--- config.mk ---
export PLATFORM = sky130hd
export DESIGN_NAME = mmcm_ps_sequencer
export DESIGN_NICKNAME = d
export VERILOG_FILES = /design/src/rtl/mmcm_ps_sequencer.sv
export SDC_FILE = /design/constraint.sdc
export NUM_CORES = 1
export LEC_CHECK = 0
export ABC_AREA = 1
export CAP_MARGIN = 15
export CELL_PAD_IN_SITES_DETAIL_PLACEMENT = 0
export CELL_PAD_IN_SITES_GLOBAL_PLACEMENT = 2
export CORE_UTILIZATION = 36
export DETAILED_ROUTE_END_ITERATION = 10
export PLACE_DENSITY = 0.95
export REMOVE_ABC_BUFFERS = 1
export SYNTH_ARGS = -nofsm -noshare
export SYNTH_HDL_FRONTEND = slang
export SYNTH_SLANG_ARGS = --single-unit
--- constraint.sdc ---
create_clock -name psclk -period 10.6 [get_ports psclk]
set_clock_uncertainty 0.2 [all_clocks]
set_input_delay 2.12 -clock psclk [delete_from_list [all_inputs] [get_ports psclk]]
set_output_delay 2.12 -clock psclk [all_outputs]
set_load 0.005 [all_outputs]
--- src/rtl/mmcm_ps_sequencer.sv ---
// MMCM dynamic phase-shift sequencer: turns absolute/relative phase commands into single
// psen/psdone steps and tracks the resulting phase modulo one output-clock period.
module mmcm_ps_sequencer #(
    parameter int PHASE_W          = 16,
    parameter int STEPS_PER_PERIOD = 448,
    parameter int PSDONE_TIMEOUT   = 32,
    parameter int SETTLE_CYCLES    = 4
) (
    input  logic               psclk,
    input  logic               reset,
    input  logic               cmd_valid,
    output logic               cmd_ready,
    input  logic               cmd_mode,
    input  logic [PHASE_W-1:0] cmd_value,
    input  logic               locked,
    output logic               psen,
    output logic               psincdec,
    input  logic               psdone,
    output logic [PHASE_W-1:0] phase_pos,
    output logic               busy,
    output logic               done,
    output logic [1:0]         err_code
);
    localparam logic [PHASE_W-1:0] P      = PHASE_W'(STEPS_PER_PERIOD);
    localparam logic [PHASE_W-1:0] P_LAST = PHASE_W'(STEPS_PER_PERIOD - 1);
    localparam logic [PHASE_W-1:0] HALF_P = PHASE_W'(STEPS_PER_PERIOD / 2);
    localparam int TMO_W = $clog2(PSDONE_TIMEOUT + 1);
    localparam int SET_W = $clog2(SETTLE_CYCLES + 1);
    localparam logic [TMO_W-1:0] TMO_LAST = TMO_W'(PSDONE_TIMEOUT - 1);
    localparam logic [SET_W-1:0] SET_LAST = SET_W'(SETTLE_CYCLES - 1);

    localparam logic [1:0] ERR_OK    = 2'b00;
    localparam logic [1:0] ERR_RANGE = 2'b01;
    localparam logic [1:0] ERR_TMO   = 2'b10;
    localparam logic [1:0] ERR_LOCK  = 2'b11;

    typedef enum logic [2:0] {
        ST_WAIT_LOCK = 3'd0,
        ST_IDLE      = 3'd1,
        ST_CALC      = 3'd2,
        ST_PULSE     = 3'd3,
        ST_WAIT_DONE = 3'd4,
        ST_SETTLE    = 3'd5,
        ST_DONE      = 3'd6
    } state_t;

    state_t             state_r, next_state_s;
    logic               mode_r, dir_r, psen_r, busy_r, done_r, ready_r;
    logic [PHASE_W-1:0] value_r, steps_r, phase_r;
    logic [1:0]         err_r, err_next_s;
    logic [TMO_W-1:0]   tmo_r;
    logic [SET_W-1:0]   set_r;
    logic               accept_s, calc_s, step_s, unlock_s, active_s, range_s, calc_dir_s;
    logic [PHASE_W-1:0] diff_s, mag_s, calc_steps_s;

    // Step planning from the latched command plus next-state and control strobes
    always_comb begin
        next_state_s = state_r;
        err_next_s   = err_r;
        accept_s     = 1'b0;
        calc_s       = 1'b0;
        step_s       = 1'b0;
        unlock_s     = 1'b0;
        active_s     = (state_r == ST_CALC) || (state_r == ST_PULSE) ||
                       (state_r == ST_WAIT_DONE) || (state_r == ST_SETTLE);

        if (value_r >= phase_r) begin
            diff_s = value_r - phase_r;
        end else begin
            diff_s = value_r + P - phase_r;
        end
        mag_s = value_r[PHASE_W-1] ? (~value_r + PHASE_W'(1)) : value_r;

        // Absolute moves take the shorter way round; a tie at P/2 goes up
        if (mode_r) begin
            range_s      = (mag_s >= P);
            calc_steps_s = mag_s;
            calc_dir_s   = ~value_r[PHASE_W-1];
        end else if (diff_s <= HALF_P) begin
            range_s      = (value_r >= P);
            calc_steps_s = diff_s;
            calc_dir_s   = 1'b1;
        end else begin
            range_s      = (value_r >= P);
            calc_steps_s = P - diff_s;
            calc_dir_s   = 1'b0;
        end

        if (active_s && !locked) begin
            unlock_s     = 1'b1;
            err_next_s   = ERR_LOCK;
            next_state_s = ST_DONE;
        end else begin
            case (state_r)
                ST_WAIT_LOCK: begin
                    if (locked) next_state_s = ST_IDLE;
                    else        next_state_s = ST_WAIT_LOCK;
                end
                ST_IDLE: begin
                    if (!locked) begin
                        unlock_s     = 1'b1;
                        next_state_s = ST_WAIT_LOCK;
                    end else if (cmd_valid) begin
                        accept_s     = 1'b1;
                        next_state_s = ST_CALC;
                    end else begin
                        next_state_s = ST_IDLE;
                    end
                end
                ST_CALC: begin
                    calc_s = 1'b1;
                    if (range_s) begin
                        err_next_s   = ERR_RANGE;
                        next_state_s = ST_DONE;
                    end else if (calc_steps_s == '0) begin
                        err_next_s   = ERR_OK;
                        next_state_s = ST_DONE;
                    end else begin
                        next_state_s = ST_PULSE;
                    end
                end
                ST_PULSE: next_state_s = ST_WAIT_DONE;
                ST_WAIT_DONE: begin
                    if (psdone) begin
                        step_s       = 1'b1;
                        next_state_s = ST_SETTLE;
                    end else if (tmo_r == TMO_LAST) begin
                        err_next_s   = ERR_TMO;
                        next_state_s = ST_DONE;
                    end else begin
                        next_state_s = ST_WAIT_DONE;
                    end
                end
                ST_SETTLE: begin
                    if (set_r != SET_LAST) begin
                        next_state_s = ST_SETTLE;
                    end else if (steps_r != '0) begin
                        next_state_s = ST_PULSE;
                    end else begin
                        err_next_s   = ERR_OK;
                        next_state_s = ST_DONE;
                    end
                end
                ST_DONE: begin
                    if (!locked) begin
                        unlock_s     = 1'b1;
                        next_state_s = ST_WAIT_LOCK;
                    end else begin
                        next_state_s = ST_IDLE;
                    end
                end
                default: next_state_s = ST_WAIT_LOCK;
            endcase
        end
    end

    // State, datapath and registered outputs
    always_ff @(posedge psclk) begin
        if (reset) begin
            state_r <= ST_WAIT_LOCK;
            mode_r  <= 1'b0;
            value_r <= '0;
            steps_r <= '0;
            dir_r   <= 1'b0;
            phase_r <= '0;
            tmo_r   <= '0;
            set_r   <= '0;
            psen_r  <= 1'b0;
            busy_r  <= 1'b0;
            done_r  <= 1'b0;
            ready_r <= 1'b0;
            err_r   <= ERR_OK;
        end else begin
            state_r <= next_state_s;
            psen_r  <= (next_state_s == ST_PULSE);
            done_r  <= (next_state_s == ST_DONE);
            ready_r <= (next_state_s == ST_IDLE);
            busy_r  <= (next_state_s != ST_WAIT_LOCK) && (next_state_s != ST_IDLE);
            if (next_state_s == ST_DONE) err_r <= err_next_s;
            if (accept_s) begin
                mode_r  <= cmd_mode;
                value_r <= cmd_value;
            end
            if (calc_s) begin
                steps_r <= calc_steps_s;
                dir_r   <= calc_dir_s;
            end else if (step_s) begin
                steps_r <= steps_r - PHASE_W'(1);
            end
            // A relock restarts the MMCM at zero phase
            if (unlock_s) begin
                phase_r <= '0;
            end else if (step_s && dir_r) begin
                phase_r <= (phase_r == P_LAST) ? '0 : phase_r + PHASE_W'(1);
            end else if (step_s) begin
                phase_r <= (phase_r == '0) ? P_LAST : phase_r - PHASE_W'(1);
            end
            if (state_r == ST_PULSE) tmo_r <= TMO_W'(1);
            else if (state_r == ST_WAIT_DONE) tmo_r <= tmo_r + TMO_W'(1);
            if (step_s) set_r <= '0;
            else if (state_r == ST_SETTLE) set_r <= set_r + SET_W'(1);
        end
    end

    assign cmd_ready = ready_r & locked;
    assign psen      = psen_r;
    assign psincdec  = dir_r;
    assign phase_pos = phase_r;
    assign busy      = busy_r;
    assign done      = done_r;
    assign err_code  = err_r;
endmodule

**Yosys cells after proc, flatten, opt, wreduce, memory -nomap -nowiden**

Index checks and enable logic that the tools add are counted.
Widths: inputs -> output; s select.

- Bits in registers: 68
- Input port bits: 22
- Output and inout bits: 23

- Add/sub/neg operators: 10
- Magnitude comparators: 4
- Equal/unequal tests: 18
- Multiplexer cells: 46
- Bitwise gates (word level): 3
- Reduce and logical (&&, ||, !) cells: 22

Operator list:

| operator | number |
|---|---|
| $mux 16 | 10 |
| $add 16x1->16 const B | 2 |
| $ge 16x9->1 const B | 2 |
| $logic_not 16->1 | 2 |
| $sub 16x1->16 const B | 2 |
| $sub 16x16->16 | 2 |
| $mux 2 | 11 |
| $mux 1 | 18 |
| $pmux 3 s6 | 1 |
| $add 16x9->16 const B | 1 |
| $eq 16x9->1 const B | 1 |
| $ge 16x16->1 | 1 |
| $le 16x8->1 const B | 1 |
| $not 16->16 | 1 |
| $reduce_bool 16->1 | 1 |
| $sub 9x16->16 const A | 1 |
| $mux 3 | 5 |
| $eq 3x3->1 const B | 4 |
| $reduce_or 2->1 | 5 |
| $eq 3x2->1 const B | 3 |
| $reduce_and 7->1 | 1 |
| $add 6x1->6 const B | 1 |
| $eq 3x1->1 const B | 2 |
| $eq 6x5->1 const B | 1 |
| 15 further kinds | 24 |

**Logic depth before layout (Yosys ltp)**

- Word-level depth: 13
- Mapped depth: 32
- Mapped depth without buffers: 31

**Worst setup path before layout**

OpenSTA, ideal clock, no wires.

- Kind: input port to output port
- Start point: input locked
- End point: output cmd_ready
- Arrival time: 2201 ps
- Data required time: 8280 ps
- Setup slack: 6079 ps
- Cell stages on the path: 2
- Buffers on the path: 0
- Path through: nand2_1 > inv_1

- Longest elaborated chain between the ends: 1

RTL lines:

| what | RTL line | source |
|---|---|---|
| from (decl) | 15 | `input logic locked,` |
| $and 1x1->1 | 205 | `assign cmd_ready = ready_r & locked;` |
| to (decl) | 12 | `output logic cmd_ready,` |

Every way passes these cells.

**Final worst setup path**

Ends and elaborated chain as after synthesis.

==> metrics.txt <==
Slew Limit Fails=0; DR vias/cell=5.057; Hold Path Class=register to register; Longest Clk Path Bufs=2; Area contributors post-synth=dfxtp_1 (19%), nand2_1 (15%), inv_1 (10%); syn_area_per_cell=6.104 um^2; Final Hold Vio Count=0; CTS buffer count=9; most frequent cells in the layout=nand2_1 (284), inv_1 (194), nor2_1 (135); IO buf count=44; Worst R2R Path Depth=28; Core Area=19650 um^2; Final nets=1304; die area=20760 um^2; crit path cell chain=clkdlybuf4s50_1 -> nand2_1 -> inv_1 -> clkdlybuf4s50_1; die span in x=144.1 um; Yosys top cell by area=dfxtp_1; total wire length=22960 um; # DRC=0; FP Rows=51; initial DRC count=459; total grt overflow=0; minimum clock period=5.676 ns; CTS clock-pin slew for the worst setup and hold paths=0.07 ns; Starting Density=36.99%; Clock Tree Root=clkbuf_16; share of cells above drive strength 1=6.006%; vias in the first global route=6937; Yosys cell types=53; reg2reg setup slack=5.86 ns; overall routing resource usage=22.80%; Hold Crit Depth=2; synthesized area=7269 um^2; flip-flop and latch count after synthesis=68; worst reg2reg startpoint=phase_pos[1]; critical path's slowest cell=clkdlybuf4s50_1; critical path buffer and inverter count=3; Hold-fix buffers, CTS=0; CTS resizes=0; post-synth top area share=18.73%; most used cell along the critical path=clkdlybuf4s50_1; commonest non-fill, non-tap cell in the layout=nand2_1; Worst R2R End=err_code[0]; Gate Count Post-Synth=1191; Top Family by Delay on Critical Path=buffers and inverters; largest net degree at the start of global routing=35; dpl hpwl=18670 um; Hold Path Sink=set_r[2]; CTS H-Tree Depth=3; Chip Height=144.1 um; Worst setup EP type=output pin; CP max stage delay=0.62 ns; Setup CP Type=input port to output pin; synthesis-to-layout area growth=13.80%; Final TNS setup=0 ns; worst skew pair latency=0.34 ns; Worst Path Arrival=3.36 ns; Fmax=0.1762 GHz; fillers=2201; Pre-Repair DR Iteration Count=7; Slew Limit Headroom=46.59%; final setup fails=0; run status=completed; sequential area share after synthesis=18.73%; gpl congestion=0.8801; CP required=8.28 ns; CTS tree=built; n_diodes=0; Hold Slack=0.2640 ns; global-route wire length before repair=36450 um; HP Start=set_r[2]; WL/cell=15.33 um; DR vias=7570; RSZ-0062 raised after global routing=false; # clock sinks=68; Antenna Nets Post-Route=0; Setup crit start kind=input port; Slew @ Worst Pin=0.8002 ns; period utilization=53.55%; initial antenna violation count=0; CP max FO=6; max-cap violations=0; IO Count=45; post-CTS setup buffer count=0; Synth Warn #=0
## through the flow
step | cells | worst slack, ns | instance area, um^2 | utilization [%]
after floorplan | 1167 | 6.079 | 7162 | -
after CTS | 1497 | 4.923 | 8273 | 42.09
after detailed placement | 1481 | 4.927 | 7971 | 40.56
after global routing | 1497 | 4.853 | 8273 | 42.09
after global placement | 1481 | 4.921 | 7971 | 40.56
final | 1497 | 4.924 | 8273 | 42.09
## state kept, by name, indices dropped and copies added (netlist names)
register / cells
busy: 1
done: 1
err_code: 2
mode_r: 1
phase_pos: 16
psen: 1
psincdec: 1
ready_r: 1
set_r: 3
state_r: 3
steps_r: 16
tmo_r: 6
value_r: 16
## layer usage
metal	track usage, %	up-vias	part of all wire, %
met5	0	-	0
met4	4.871	0	1.2
met3	2.417	16	4.1
met2	36.16	168	44
met1	32.97	3474	51
li1	-	3912	-
## layout make-up
| class | instances | area [um^2] | area share [%] |
|---|---|---|---|
| Multi-Input combinational cell | 900 | 5054 | 61.09 |
| Sequential cell | 68 | 1361 | 16.45 |
| Inverter | 199 | 747.0 | 9.029 |
| Timing Repair Buffer | 49 | 478.0 | 5.777 |
| Tap cell | 265 | 331.6 | 4.008 |
| Clock buffer | 9 | 225.2 | 2.722 |
| Clock inverter | 7 | 76.32 | 0.9226 |
## cell usage after synthesis, drive strengths merged
cell and n:
a32oi 1, o21a 4, nor2 144, nand2 303
a21boi 1, or3b 1, a41oi 1, nand3b 4
inv 199, nor3 32, o311ai 5, a211o 2
clkbuf 22, buf 2, nor4 3, or2 5
and2 2, o2111ai 1, a21oi 70, or3 1
xnor2 8, fa 13, a221oi 3, dfxtp 68
a22oi 1, o31ai 4, xor2 29, o21ai 62
o221ai 2, a311oi 1, o21bai 4, nand4 18
o211a 1, a211oi 3, a31oi 3, o211ai 11
nand3 115, ha 42
## worst min-delay path: stages, from the launching register on
cell and delay, ns:
dfxtp_1 0.31, nand2_1 0.06, a21oi_1 0.05
## how the worst max path moves through the flow
| stage | startpoint | endpoint | slack, ns | cells past startpoint |
|---|---|---|---|---|
| after floorplan | locked | cmd_ready | 6.08 | 2 |
| after global placement | locked | cmd_ready | 4.92 | 4 |
| after detailed placement | locked | cmd_ready | 4.93 | 4 |
| after CTS | locked | cmd_ready | 4.92 | 4 |
| after global routing | locked | cmd_ready | 4.85 | 4 |
| final | locked | cmd_ready | 4.92 | 4 |
## kinds of logic (layout without fill, tap and decap cells)
group           count (synthesis)  count (layout)  synth area share (%)
compound gates                180             180                 14.51
xor+xnor                       37              37                 4.458
fa+ha+maj                      55              55                 10.81
buf+inv                       223             264                 11.76
flops                          68              68                 18.73
simple gates                  628             628                 39.74
Power is not shown: default switching activity piles up to over one toggle a cycle in this logic, so the estimate is an artifact.
